[src/rtl/pipe_hazard_ctrl.sv]
// Pipeline hazard controller: load-use stalls, taken-branch flushes, memory-wait freeze with timeout.
// Optional macro PIPE_HAZARD_PERF_CNT_EN builds a saturating stall-cycle counter on stall_cycles.
module pipe_hazard_ctrl #(
  parameter int unsigned REG_W       = 5,
  parameter int unsigned MEM_TIMEOUT = 16
) (
  input  logic             clk,
  input  logic             reset,
  input  logic [REG_W-1:0] id_rs1,
  input  logic [REG_W-1:0] id_rs2,
  input  logic             id_rs1_used,
  input  logic             id_rs2_used,
  input  logic [REG_W-1:0] idex_regD,
  input  logic             idex_is_load,
  input  logic             exmem_mux_sel,
  input  logic             mem_req,
  input  logic             mem_ready,
  output logic             pc_en,
  output logic             ifid_en,
  output logic             idex_en,
  output logic             exmem_en,
  output logic             memwb_en,
  output logic             ifid_flush,
  output logic             idex_flush,
  output logic             memwb_flush,
  output logic             pc_sel,
  output logic             mem_err,
  output logic [31:0]      stall_cycles
);

  localparam int unsigned CNT_W = 8;

  typedef enum logic [1:0] {
    RUN      = 2'd0,
    MEM_WAIT = 2'd1,
    MEM_ERR  = 2'd2
  } state_t;

  state_t           r_state, w_state_nxt;
  logic [CNT_W-1:0] r_to_cnt, w_to_cnt_nxt;
  logic             r_br_pend, w_br_pend_nxt;
  logic             w_load_use;

  assign w_load_use = idex_is_load && (idex_regD != '0) &&
                      ((id_rs1_used && (id_rs1 == idex_regD)) ||
                       (id_rs2_used && (id_rs2 == idex_regD)));

  always_ff @(posedge clk or posedge reset) begin
    if (reset) begin
      r_state   <= RUN;
      r_to_cnt  <= '0;
      r_br_pend <= 1'b0;
    end else begin
      r_state   <= w_state_nxt;
      r_to_cnt  <= w_to_cnt_nxt;
      r_br_pend <= w_br_pend_nxt;
    end
  end

  always_comb begin
    w_state_nxt   = r_state;
    w_to_cnt_nxt  = r_to_cnt;
    w_br_pend_nxt = r_br_pend;
    pc_en         = 1'b0;
    ifid_en       = 1'b0;
    idex_en       = 1'b0;
    exmem_en      = 1'b0;
    memwb_en      = 1'b0;
    ifid_flush    = 1'b0;
    idex_flush    = 1'b0;
    memwb_flush   = 1'b0;
    pc_sel        = 1'b0;
    mem_err       = 1'b0;

    case (r_state)
      RUN: begin
        if (mem_req && !mem_ready) begin
          // Whole pipe frozen; a branch seen now is replayed when memory completes
          memwb_flush   = 1'b1;
          w_state_nxt   = MEM_WAIT;
          w_to_cnt_nxt  = CNT_W'(1);
          w_br_pend_nxt = exmem_mux_sel;
        end else if (exmem_mux_sel) begin
          {pc_en, ifid_en, idex_en, exmem_en, memwb_en} = 5'b11111;
          pc_sel     = 1'b1;
          ifid_flush = 1'b1;
          idex_flush = 1'b1;
        end else if (w_load_use) begin
          {idex_en, exmem_en, memwb_en} = 3'b111;
          idex_flush = 1'b1;
        end else begin
          {pc_en, ifid_en, idex_en, exmem_en, memwb_en} = 5'b11111;
        end
      end

      MEM_WAIT: begin
        if (!mem_ready) begin
          memwb_flush = 1'b1;
          if (r_to_cnt == CNT_W'(MEM_TIMEOUT)) begin
            w_state_nxt = MEM_ERR;
          end else if (r_to_cnt != '1) begin
            w_to_cnt_nxt = r_to_cnt + CNT_W'(1);
          end
        end else begin
          {pc_en, ifid_en, idex_en, exmem_en, memwb_en} = 5'b11111;
          if (r_br_pend) begin
            pc_sel     = 1'b1;
            ifid_flush = 1'b1;
            idex_flush = 1'b1;
          end
          w_br_pend_nxt = 1'b0;
          w_to_cnt_nxt  = '0;
          w_state_nxt   = RUN;
        end
      end

      MEM_ERR: begin
        ifid_flush  = 1'b1;
        idex_flush  = 1'b1;
        memwb_flush = 1'b1;
        mem_err     = 1'b1;
      end

      default: begin
        w_state_nxt = RUN;
      end
    endcase

    // Reset overrides every control output
    if (reset) begin
      pc_en       = 1'b0;
      ifid_en     = 1'b0;
      idex_en     = 1'b0;
      exmem_en    = 1'b0;
      memwb_en    = 1'b0;
      ifid_flush  = 1'b0;
      idex_flush  = 1'b0;
      memwb_flush = 1'b0;
      pc_sel      = 1'b0;
      mem_err     = 1'b0;
    end
  end

`ifdef PIPE_HAZARD_PERF_CNT_EN
  logic [31:0] r_stall_cnt;

  always_ff @(posedge clk or posedge reset) begin
    if (reset) begin
      r_stall_cnt <= '0;
    end else if (!pc_en && (r_stall_cnt != 32'hFFFF_FFFF)) begin
      r_stall_cnt <= r_stall_cnt + 32'd1;
    end
  end

  assign stall_cycles = r_stall_cnt;
`else
  assign stall_cycles = 32'd0;
`endif

endmodule

[config.mk]
export PLATFORM = sky130hd
export DESIGN_NAME = pipe_hazard_ctrl
export DESIGN_NICKNAME = d
export VERILOG_FILES = /design/src/rtl/pipe_hazard_ctrl.sv
export SDC_FILE = /design/constraint.sdc
export NUM_CORES = 1
export LEC_CHECK = 0
export CELL_PAD_IN_SITES_DETAIL_PLACEMENT = 0
export CELL_PAD_IN_SITES_GLOBAL_PLACEMENT = 1
export CORE_UTILIZATION = 24
export CTS_CLUSTER_SIZE = 24
export DETAILED_ROUTE_END_ITERATION = 6
export GPL_ROUTABILITY_DRIVEN = 1
export GPL_TIMING_DRIVEN = 0
export PLACE_DENSITY_LB_ADDON = 0.12
export SLEW_MARGIN = 20
export SYNTH_ARGS = -nofsm -noshare
export SYNTH_HDL_FRONTEND = slang
export SYNTH_SLANG_ARGS = --single-unit
[constraint.sdc]
create_clock -name clk -period 1.85 [get_ports clk]
set_clock_uncertainty 0.1 [all_clocks]
set_input_delay 0.185 -clock clk [delete_from_list [all_inputs] [get_ports clk]]
set_output_delay 0.185 -clock clk [all_outputs]
set_load 0.005 [all_outputs]
---- Word-level counts from Yosys, hierarchy flattened ----
Index checks and enable logic that the tools add are counted.
storage, ports and cells
  register bits after elaboration ......... 11
  bits in latches ......................... 0
  bits in writable memories ............... 0
  bits in read-only memories .............. 0
  input bits .............................. 23
  output and inout bits ................... 42
  word-level logic and storage cells ...... 69
  memories kept ........................... 0
operators by class
  $add $sub $neg .......................... 1
  multiply operators ...................... 0
  divide/modulo/power cells ............... 0
  $lt $le $gt $ge ......................... 0
  equal/unequal tests ..................... 11
  shift-type cells ........................ 0
  mux-type cells .......................... 40
  bitwise logic cells ..................... 1
  reduce and logical (&&, ||, !) cells .... 13
operators with widths
  operator               number
  $mux W8                4
  $mux W1                24
  $pmux W8 S2            1
  $eq A5 B5 Y1           2
  $ne A3 B3 Y1 const B   3
  $pmux W1 S3            3
  $add A8 B1 Y8 const B  1
  $eq A8 B5 Y1 const B   1
  $ne A8 B8 Y1 const B   1
  $pmux W1 S2            4
  $mux W2                3
  $pmux W2 S3            1
  $reduce_and A3 Y1      2
  $logic_and A1 B1 Y1    5
  $reduce_bool A5 Y1     1
  $ne A2 B2 Y1 const B   2
  $reduce_and A4 Y1      1
  $eq A2 B1 Y1 const B   1
  $eq A2 B2 Y1 const B   1
  $logic_not A2 Y1       1
  $reduce_bool A2 Y1     1
  $logic_not A1 Y1       1
  $logic_or A1 B1 Y1     1
  $not A1 Y1             1

---- Longest topological paths before layout ----
Gate-level depths: netlist (run 1).
  word-level depth ........................ 9
  mapped depth ............................ 7
  gate-level depth less buffers ........... 6

---- Worst setup path after synthesis (run 1) ----
No wires, ideal clock.
  kind .................................... flip-flop to flip-flop
  start point ............................. register r_to_cnt[0]
  end point ............................... register r_to_cnt[7]
  library setup time ...................... 126 ps
  arrival ................................. 1610 ps
  data required time ...................... 1624 ps
  setup slack ............................. 14 ps
  cell stages (with the launch flop) ...... 7
  buffers on the path ..................... 1
  period minus slack after synthesis ...... 1836 ps
  path through ............................ dfrtp_1 > ha_1 > nand3_1 > nor3_2 > a311o_1 > buf_6 > a221o_1
on the way
  longest elaborated chain between the ends .. 5
  elaborated cells between the ends (all ways) .. 10
  classes of those cells .................. add/sub: 1; eq/ne: 4; mux: 4; reduce/logical: 1
ends and longest elaborated chain
  what                    RTL line  RTL
  start, declared         40        logic [CNT_W-1:0] r_to_cnt, w_to_cnt_nxt;
  start signal, assigned  55        r_to_cnt <= w_to_cnt_nxt;
  $add A8 B1 Y8           102       w_to_cnt_nxt = r_to_cnt + CNT_W'(1);
  $mux W8                 101       end else if (r_to_cnt != '1) begin
  $mux W8                 99        if (r_to_cnt == CNT_W'(MEM_TIMEOUT)) begin
  $mux W8                 97        if (!mem_ready) begin
  $pmux W8 S2             75        case (r_state)
Several ways; a longest one is shown, not always the timed one. The select of a mux whose other input is x is not followed.
A chain may end at the register's enable or synchronous reset.

---- Worst setup path after layout (run 1) ----
  start point ............................. register r_state[0]
  end point ............................... output port pc_en
on the way
  longest elaborated chain between the ends .. 3
  elaborated cells between the ends (all ways) .. 4
  classes of those cells .................. eq/ne: 1; mux: 2; reduce/logical: 1
ends and longest elaborated chain
  what                                              RTL line  RTL
  start, declared                                   39        state_t r_state, w_state_nxt;
  start signal, assigned                            54        r_state <= w_state_nxt;
  $eq A2 B1 Y1 or $logic_not A2 Y1 (tied branches)  75
  $pmux W1 S2 *                                     75
  $mux W1 *                                         130       if (reset) begin
  end, declared                                     18        output logic pc_en,
Every way passes the cells marked *; elsewhere a longest branch is shown, timed or not.

==> results.yml, run 1 <==
run_status:
  status: "completed"
sta:
  rsz0062_at_grt: "yes"
  finalSetupTns_ps: 0
  fin_crit_ps: 1830
  tightest_slew_ps: 505
  final-hold-violation-count: 0
  setup_violations: 0
  slew_headroom_pct: 66.2
  period_share_pct: 98.9
  max_freq_ghz: 0.547
  holdWs_ps: 107
  drv_slew: 0
setup_path:
  cp_max_fo: 6
  crit_start: "r_state[0]"
  cp_slowest_cell: "dfrtp_1"
  path_class: "flip-flop to primary output"
  cp.required_ps: 1560
  r2r_end: "r_to_cnt[0]"
  end_kind: "primary output"
  cpPeakStageDelay_ps: 390
  rrSetupSlack_ps: 20
  start_kind: "flip-flop"
  arrival_ps: 1540
  reg2reg_depth: 7
  r2r-start: "r_to_cnt[0]"
  worstPathCellList: "buf_6 -> nor2b_4 -> a21oi_2 -> o211ai_1 -> o21a_1 -> buf_4 -> buf_6"
  crit_top_cell: "buf_6"
yosys:
  ys_ff_latch: 11
  yosysTopAreaCellShare_pct: 23.6
  synth_edf_count: 0
  synth.avg_cell_area_um2: 8.57
  synth_cell_types: 42
  yosysWarnings: 0
  syn_inst: 136
  synth_flop_cell: "dfrtp_1"
  synth_commonest_cells: "35 x buf_4, 11 x dfrtp_1, 8 x xor2_1"
  synth_top_cell_by_area: "dfrtp_1"
  yosysSeqAreaShare_pct: 23.6
  synth_area_leaders: "dfrtp_1 24%, buf_4 23%, xor2_1 6.0%"
  async_reset_ff_share_pct: 100
  yosysMostFrequentCell: "buf_4"
  syn_area_mm2: 0.00117
power:
  powerDensity_mw_per_mm2: 466
  ir_drop_mv: 0.195
  leakagePower_nw: 1.00
layout:
  diodes: 0
  seq_area_um2: 277
  final_cells: 268
  layout.nets: 242
  post_route_cells_drive_above_1_share_pct: 41.7
  multi_input_area_um2: 878
  nFillCells: 446
  area_growth_pct: 69.7
worst_hold_path:
  whs_endpoint: "r_state[0]"
  hold_path.class: "input port to flip-flop"
  hold_depth: 2
  min_from: "mem_ready"
global_route:
  grt_start_max_net_pins: 12
  antenna_found_initial: 0
  grt_pass1_wl_um: 5030
  first_global_vias: 1088
  groute.usage.overall_pct: 12.1
  grt_overflow: 0
floorplanning:
  io_pins: 65
  initial_core_util_pct: 25.9
  fp.dieW_um: 71.7
  rows: 24
  dieHeight_um: 71.7
  dieArea_mm2: 0.00514
  core-area_mm2: 0.00450
drt:
  drtPass1Iterations: 4
  ant_nets: 0
  routed_wl_um: 2980
  via_per_inst: 4.38
  vias: 1175
  avgRoutedWirePerCell_um: 11.1
  drc_errors: 0
  drt-initial-drc-count: 56
cts:
  cts_root_buf: "clkbuf_8"
  cts_max_level: 1
  cts_tree: "done"
  cts_buffers: 3
  clk_latency_ps: 240
  clock_sinks: 11
  cts_max_path_buffers: 2
  clk_pin_slew_worst_paths_ps: 50
place:
  place_inst: 250
  port_buffers: 31
  post-dp-hpwl_um: 2240
  globalplace.congestion: 0.834
flow_run:
  drv_cap: 0
## cell usage in the layout, fill, tap and decap left out, types with 3 or more instances in the layout
cell             instances
buf_6                    5
conb_1                  32
inv_1                    3
o21a_1                   3
nand2_1                  7
dfrtp_1                 10
clkbuf_2                 3
and3_1                   3
clkdlybuf4s50_1          7
dlygate4sd2_1           10
xor2_1                   8
buf_2                    3
dlymetal6s2s_1           5
nor3_1                   3
o21ai_0                  6
o22a_1                   4
buf_4                   49
clkbuf_8                 3
## area by class of cell
cell class	count	area share, %
well taps	52	3.29
repair buffers	45	19.7
multi-input cells	112	44.4
plain buffers	39	15.4
flip-flops and latches	11	14.0
clock buffers	3	2.09
inverters	5	0.948
clock inverters	1	0.253
## through the flow
step | instance area, µm² | utilization, % | setup WS, ps | power, mW
after global placement | 1660 | 36.8 | -601 | 0.580
after CTS | 1890 | 42.0 | -169 | 0.898
after floorplan | 1280 | - | 14.3 | 0.473
after detailed placement | 1660 | 36.8 | -614 | 0.584
final | 1980 | 43.9 | 20.5 | 0.923
after global routing | 1980 | 43.9 | -83.4 | 0.976
## routing by layer
| layer | GRT usage [%] | routed length (µm) |
|---|---|---|
| met4 | 3.92 | 25 |
| met5 | 0 | 0 |
| met2 | 21.2 | 1540 |
| met1 | 14.9 | 1260 |
| met3 | 2.11 | 158 |
## kinds of logic (layout without fill, tap and decap cells)
kind of cell               count (synthesis)  after routing  share of synthesized area, %
AOI/OAI and AO/OA                         27             27                          17.0
adders and majority gates                  2              2                          2.15
and+or+nand+nor                           39             39                          20.8
DFF                                       11             11                          23.6
muxes                                      2              2                          1.82
buffers and inverters                     44             93                          26.8
other                                      1             32                         0.322
xor gates and xnor gates                  10             10                          7.51
## worst max-delay path: cells and delay by family (launching register included)
family,cells,cell delay (ps)
AOI/OAI and AO/OA,3,420
DFF,1,390
buffers and inverters,3,370
and+or+nand+nor,1,130
## power by group
group	total, mW	internal (mW)	switching (mW)
clock	0.255	0.149	0.106
sequential	0.305	0.265	0.0404
combinational	0.363	0.214	0.149
## state kept, by name, summed over array words and instances (netlist names)
name,cells
r_br_pend,1
r_state,2
r_to_cnt,8
## repair_timing
action	4_1_cts	5_1_grt
pin swaps	14	18
hold buffers	0	0
gates resized for setup	59	27
endpoints found under the setup margin	15	13
buffers inserted	10	5
## how the worst max path moves through the flow
stage	slack [ps]	endpoint	depth (start not counted)
2_1_floorplan	10	r_to_cnt[7]	6
3_3_place_gp	-600	pc_en	6
4_1_cts	-170	pc_en	7
5_1_grt	-80	pc_en	7
6_report	20	pc_en	7
3_5_place_dp	-610	pc_en	6
No activity file was read; power rests on OpenSTA's default activity.
==> run 2: changes to the inputs <==
--- a/config.mk
+++ b/config.mk
@@ -11,9 +11,8 @@
 export CTS_CLUSTER_SIZE = 24
 export DETAILED_ROUTE_END_ITERATION = 6
 export GPL_ROUTABILITY_DRIVEN = 1
-export GPL_TIMING_DRIVEN = 0
 export PLACE_DENSITY_LB_ADDON = 0.12
-export SLEW_MARGIN = 20
+export SLEW_MARGIN = 10
 export SYNTH_ARGS = -nofsm -noshare
 export SYNTH_HDL_FRONTEND = slang
 export SYNTH_SLANG_ARGS = --single-unit
==> results.yml, run 2 (same netlist as run 1, synthesis figures left out) <==
run_status:
  status: "finished with violations"
  violations: "setup timing"
global_route:
  grt_overflow: 0
  grtUsageMet1_pct: 15.2
  first_global_vias: 1097
  grt_start_max_net_pins: 12
  use_met2_pct: 22.3
  met3_usage_pct: 2.81
  groute.usage.overall_pct: 12.7
  antenna_found_initial: 0
  grt_pass1_wl_um: 5110
  grt.busiest_layer: "met2"
cts:
  cts_root_buf: "clkbuf_8"
  cts_tree: "done"
  cts_max_level: 1
  cts_hold_buffers: 0
  cts_max_path_buffers: 2
  clock_sinks: 11
  cts_buffers: 3
  clk_latency_ps: 250
  clk_pin_slew_worst_paths_ps: 60
layout:
  largest_reg_flops: 8
  largest_register: "r_to_cnt"
  multi_input_area_um2: 823
  nFillCells: 467
  final_common_cell: "conb_1"
  diodes: 0
  post_route_cells_drive_above_1_share_pct: 34.8
  layout.nets: 224
  seq_area_um2: 277
  postLayoutCoreUtil_pct: 39.9
  final_cell_mix: "32 x conb_1, 27 x buf_4, 12 x dlygate4sd2_1, 10 x dfrtp_1"
  area_growth_pct: 54.1
  largest_registers: "r_to_cnt (8), r_state (2), r_br_pend (1)"
floorplanning:
  initial_core_util_pct: 25.9
  rows: 24
  dieHeight_um: 71.7
  core-area_mm2: 0.00450
  dieArea_mm2: 0.00514
  fp.dieW_um: 71.7
  io_pins: 65
sta:
  holdWs_ps: 369
  final.setup.worst_slack_ps: -37.3
  rsz0062_at_grt: "yes"
  fin_crit_ps: 1890
  final-hold-violation-count: 0
  finalSetupTns_ps: -70.6
  setup_violations: 2
  drv_slew: 0
  period_share_pct: 102
  max_freq_ghz: 0.530
setup_path:
  r2r-start: "r_state[0]"
  start_kind: "flip-flop"
  cp_max_fo: 6
  arrival_ps: 1920
  crit_start: "r_state[0]"
  cp.required_ps: 1880
  path_class: "flip-flop to flip-flop"
  end_kind: "flip-flop"
drt:
  routed_wl_um: 3070
  via_per_inst: 4.36
  drt-initial-drc-count: 42
  avgRoutedWirePerCell_um: 12.3
  drc_errors: 0
  ant_nets: 0
  vias: 1089
  drtPass1Iterations: 4
place:
  port_buffers: 32
  globalplace.congestion: 0.821
  dp_slack_ps: -523
  post-dp-hpwl_um: 2380
flow_run:
  drv_cap: 0
worst_hold_path:
  hold_path.class: "input port to async pin"
power:
  leakagePower_nw: 0.870
  powerDensity_mw_per_mm2: 486
  ir_drop_mv: 0.176
==> run 2: metrics by stage <==
step | area [µm²] | power (mW) | cells
after floorplan | 1280 | 0.473 | 167
after global placement | 1580 | 0.571 | 239
after detailed placement | 1580 | 0.575 | 239
after CTS | 1780 | 0.880 | 250
after global routing | 1800 | 0.932 | 250
final | 1800 | 0.874 | 250
==> run 2: path summary, 6_finish.rpt <==
path	to	slack [ps]	depth (start not counted)
min in group clk	r_br_pend	440	2
min reg2reg	r_br_pend	440	2
min	r_br_pend	370	3
max reg2reg	r_to_cnt[7]	-40	7
max in group asynchronous	r_state[0]	910	3
max	r_to_cnt[7]	-40	7
==> run 2: final cells by class <==
class,count,area share (%)
multi-input cells,112,45.8
repair buffers,66,31.5
flip-flops and latches,11,15.4
well taps,52,3.62
clock buffers,3,2.30
inverters,5,1.04
clock inverters,1,0.279
==> run 2: repair_timing <==
item                                   in CTS  in global routing
setup endpoints to repair                  18                 15
setup buffers                               8                  1
endpoints found under the hold margin       0                  0
gates resized for setup                    58                 16
pin swaps                                  17                 13
==> run 2: layer usage <==
metal / vias to the layer above / part of all wire, %
met4: 0 / 1.1
li1: 544 / -
met2: 42 / 54
met5: - / 0
met3: 2 / 4.4
met1: 501 / 40
==> run 2: critical path: stages (launching register included) <==
cell and delay [ps]:
dfrtp_2 420, buf_6 130, buf_6 120, nand4b_1 100, nor3_2 60, a311o_1 400, buf_6 160, a221o_1 300
==> run 2: power breakdown <==
group / internal, mW / switching, mW / total, mW
combinational: 0.182 / 0.138 / 0.320
clock: 0.149 / 0.106 / 0.254
sequential: 0.265 / 0.0341 / 0.299
total: 0.596 / 0.278 / 0.874
==> run 3: changes to the inputs <==
--- a/config.mk
+++ b/config.mk
@@ -7,12 +7,12 @@
 export LEC_CHECK = 0
 export CELL_PAD_IN_SITES_DETAIL_PLACEMENT = 0
 export CELL_PAD_IN_SITES_GLOBAL_PLACEMENT = 1
+export CORE_ASPECT_RATIO = 1.75
 export CORE_UTILIZATION = 24
 export CTS_CLUSTER_SIZE = 24
 export DETAILED_ROUTE_END_ITERATION = 6
 export GPL_ROUTABILITY_DRIVEN = 1
 export PLACE_DENSITY_LB_ADDON = 0.12
-export SLEW_MARGIN = 10
 export SYNTH_ARGS = -nofsm -noshare
 export SYNTH_HDL_FRONTEND = slang
 export SYNTH_SLANG_ARGS = --single-unit
==> results.yml, run 3 (same netlist as run 1, synthesis figures left out) <==
setup_path:
  cp_max_fo: 5
  cp_slowest_cell: "a311o_2"
  path_class: "flip-flop to flip-flop"
  cp.required_ps: 1870
  cpPeakStageDelay_ps: 450
  worstPathCellList: "inv_2 -> ha_4 -> nand4bb_4 -> nor4_4 -> a311o_2 -> buf_6 -> a211o_1"
  arrival_ps: 1880
  start_kind: "flip-flop"
  end_kind: "flip-flop"
sta:
  fin_crit_ps: 1850
  period_share_pct: 100
  setup_violations: 1
  final-hold-violation-count: 0
  max_freq_ghz: 0.539
  rsz0062_at_grt: "yes"
  drv_slew: 0
  final.setup.worst_slack_ps: -4.76
cts:
  cts_buffers: 3
  clk_latency_ps: 240
  clk_pin_slew_worst_paths_ps: 60
  cts_root_buf: "clkbuf_8"
  clock_sinks: 11
  cts_hold_buffers: 0
  cts_tree: "done"
  cts_max_path_buffers: 2
  cts_max_level: 1
global_route:
  grt_overflow: 0
  antenna_found_initial: 0
  groute.usage.overall_pct: 14.4
  grt_pass1_wl_um: 5300
  grt_start_max_net_pins: 12
  grtUsageMet1_pct: 14.6
  grt.busiest_layer: "met2"
  use_met2_pct: 27.4
  first_global_vias: 1123
  met3_usage_pct: 1.94
place:
  post-dp-hpwl_um: 2730
  placed_area_mm2: 0.00160
  port_buffers: 32
  globalplace.congestion: 0.796
floorplanning:
  dieHeight_um: 94.2
  io_pins: 65
  fp.dieW_um: 54.7
  core-area_mm2: 0.00467
  dieArea_mm2: 0.00515
  initial_core_util_pct: 25.0
  rows: 33
drt:
  drt-initial-drc-count: 15
  ant_nets: 0
  routed_wl_um: 3320
  drc_errors: 0
  drtPass1Iterations: 4
  avgRoutedWirePerCell_um: 13.1
  via_per_inst: 4.40
  vias: 1113
power:
  ir_drop_mv: 0.303
  p_total_mw: 0.877
  leakagePower_nw: 0.889
  powerDensity_mw_per_mm2: 473
layout:
  area_growth_pct: 58.9
  largest_reg_flops: 8
  diodes: 0
  largest_registers: "r_to_cnt (8), r_state (2), r_br_pend (1)"
  layout.nets: 227
  post-route-cell-area_mm2: 0.00185
  final_cell_mix: "32 x conb_1, 32 x buf_4, 12 x dlygate4sd2_1, 9 x clkdlybuf4s50_1, 9 x dfrtp_1"
  largest_register: "r_to_cnt"
  post_route_cells_drive_above_1_share_pct: 38.8
run_status:
  violations: "setup timing"
  status: "finished with violations"
worst_hold_path:
  hold_path.class: "input port to flip-flop"
flow_run:
  drv_cap: 0
==> run 3: per-layer routing <==
layer | vias to the layer above | wire [µm]
met1 | 525 | 1080
met3 | 2 | 177
li1 | 546 | -
met4 | 0 | 29
met2 | 40 | 2030
met5 | - | 0
==> run 3: what timing repair did <==
item                                    4_1_cts  5_1_grt
resized for setup                            47       32
setup buffers                                 6        2
pin swaps                                    11       15
endpoints found under the setup margin       18       16
==> run 3: path summary, 6_finish.rpt <==
path	cells after the start	slack (ps)	start	end
min in group asynchronous	3	490	reset	r_to_cnt[7]
max in group asynchronous	3	810	reset	r_state[1]
hold reg to reg	1	460	r_state[0]	r_state[0]
setup / recovery	7	-5	r_to_cnt[0]	r_to_cnt[4]
hold / removal	3	320	mem_req	r_state[0]
setup reg to reg	7	-5	r_to_cnt[0]	r_to_cnt[4]
==> run 3: critical path: cells and delay by family (launching register included) <==
kind,cells,cell delay (ps)
buffers and inverters,2,210
DFF,1,400
and+or+nand+nor,2,160
adders and majority gates,1,160
AOI/OAI and AO/OA,2,690
==> run 3: cell type report <==
type	count	area [µm²]
fillers	519	2810
multi-input cells	112	863
repair buffers	69	582
flip-flops and latches	11	278
well taps	52	65.1
clock buffers	3	41.3
inverters	5	18.8
clock inverters	1	5.00
==> run 3: stage by stage <==
step	util (%)	std cells	setup WS (ps)	hold slack [ps]	TNS, ps
floorplan	-	167	14.3	-62.6	0
global placement	34.3	242	-474	419	-4940
detailed placement	34.3	242	-493	414	-4880
CTS	37.6	252	-60.6	329	-108
global route	39.7	253	-74.2	337	-234
finish	39.7	253	-4.76	320	-4.76
==> run 3: power breakdown <==
| group | switching [mW] | internal (mW) |
|---|---|---|
| Clock | 0.0995 | 0.148 |
| Combinational | 0.144 | 0.184 |
| Sequential | 0.0354 | 0.265 |
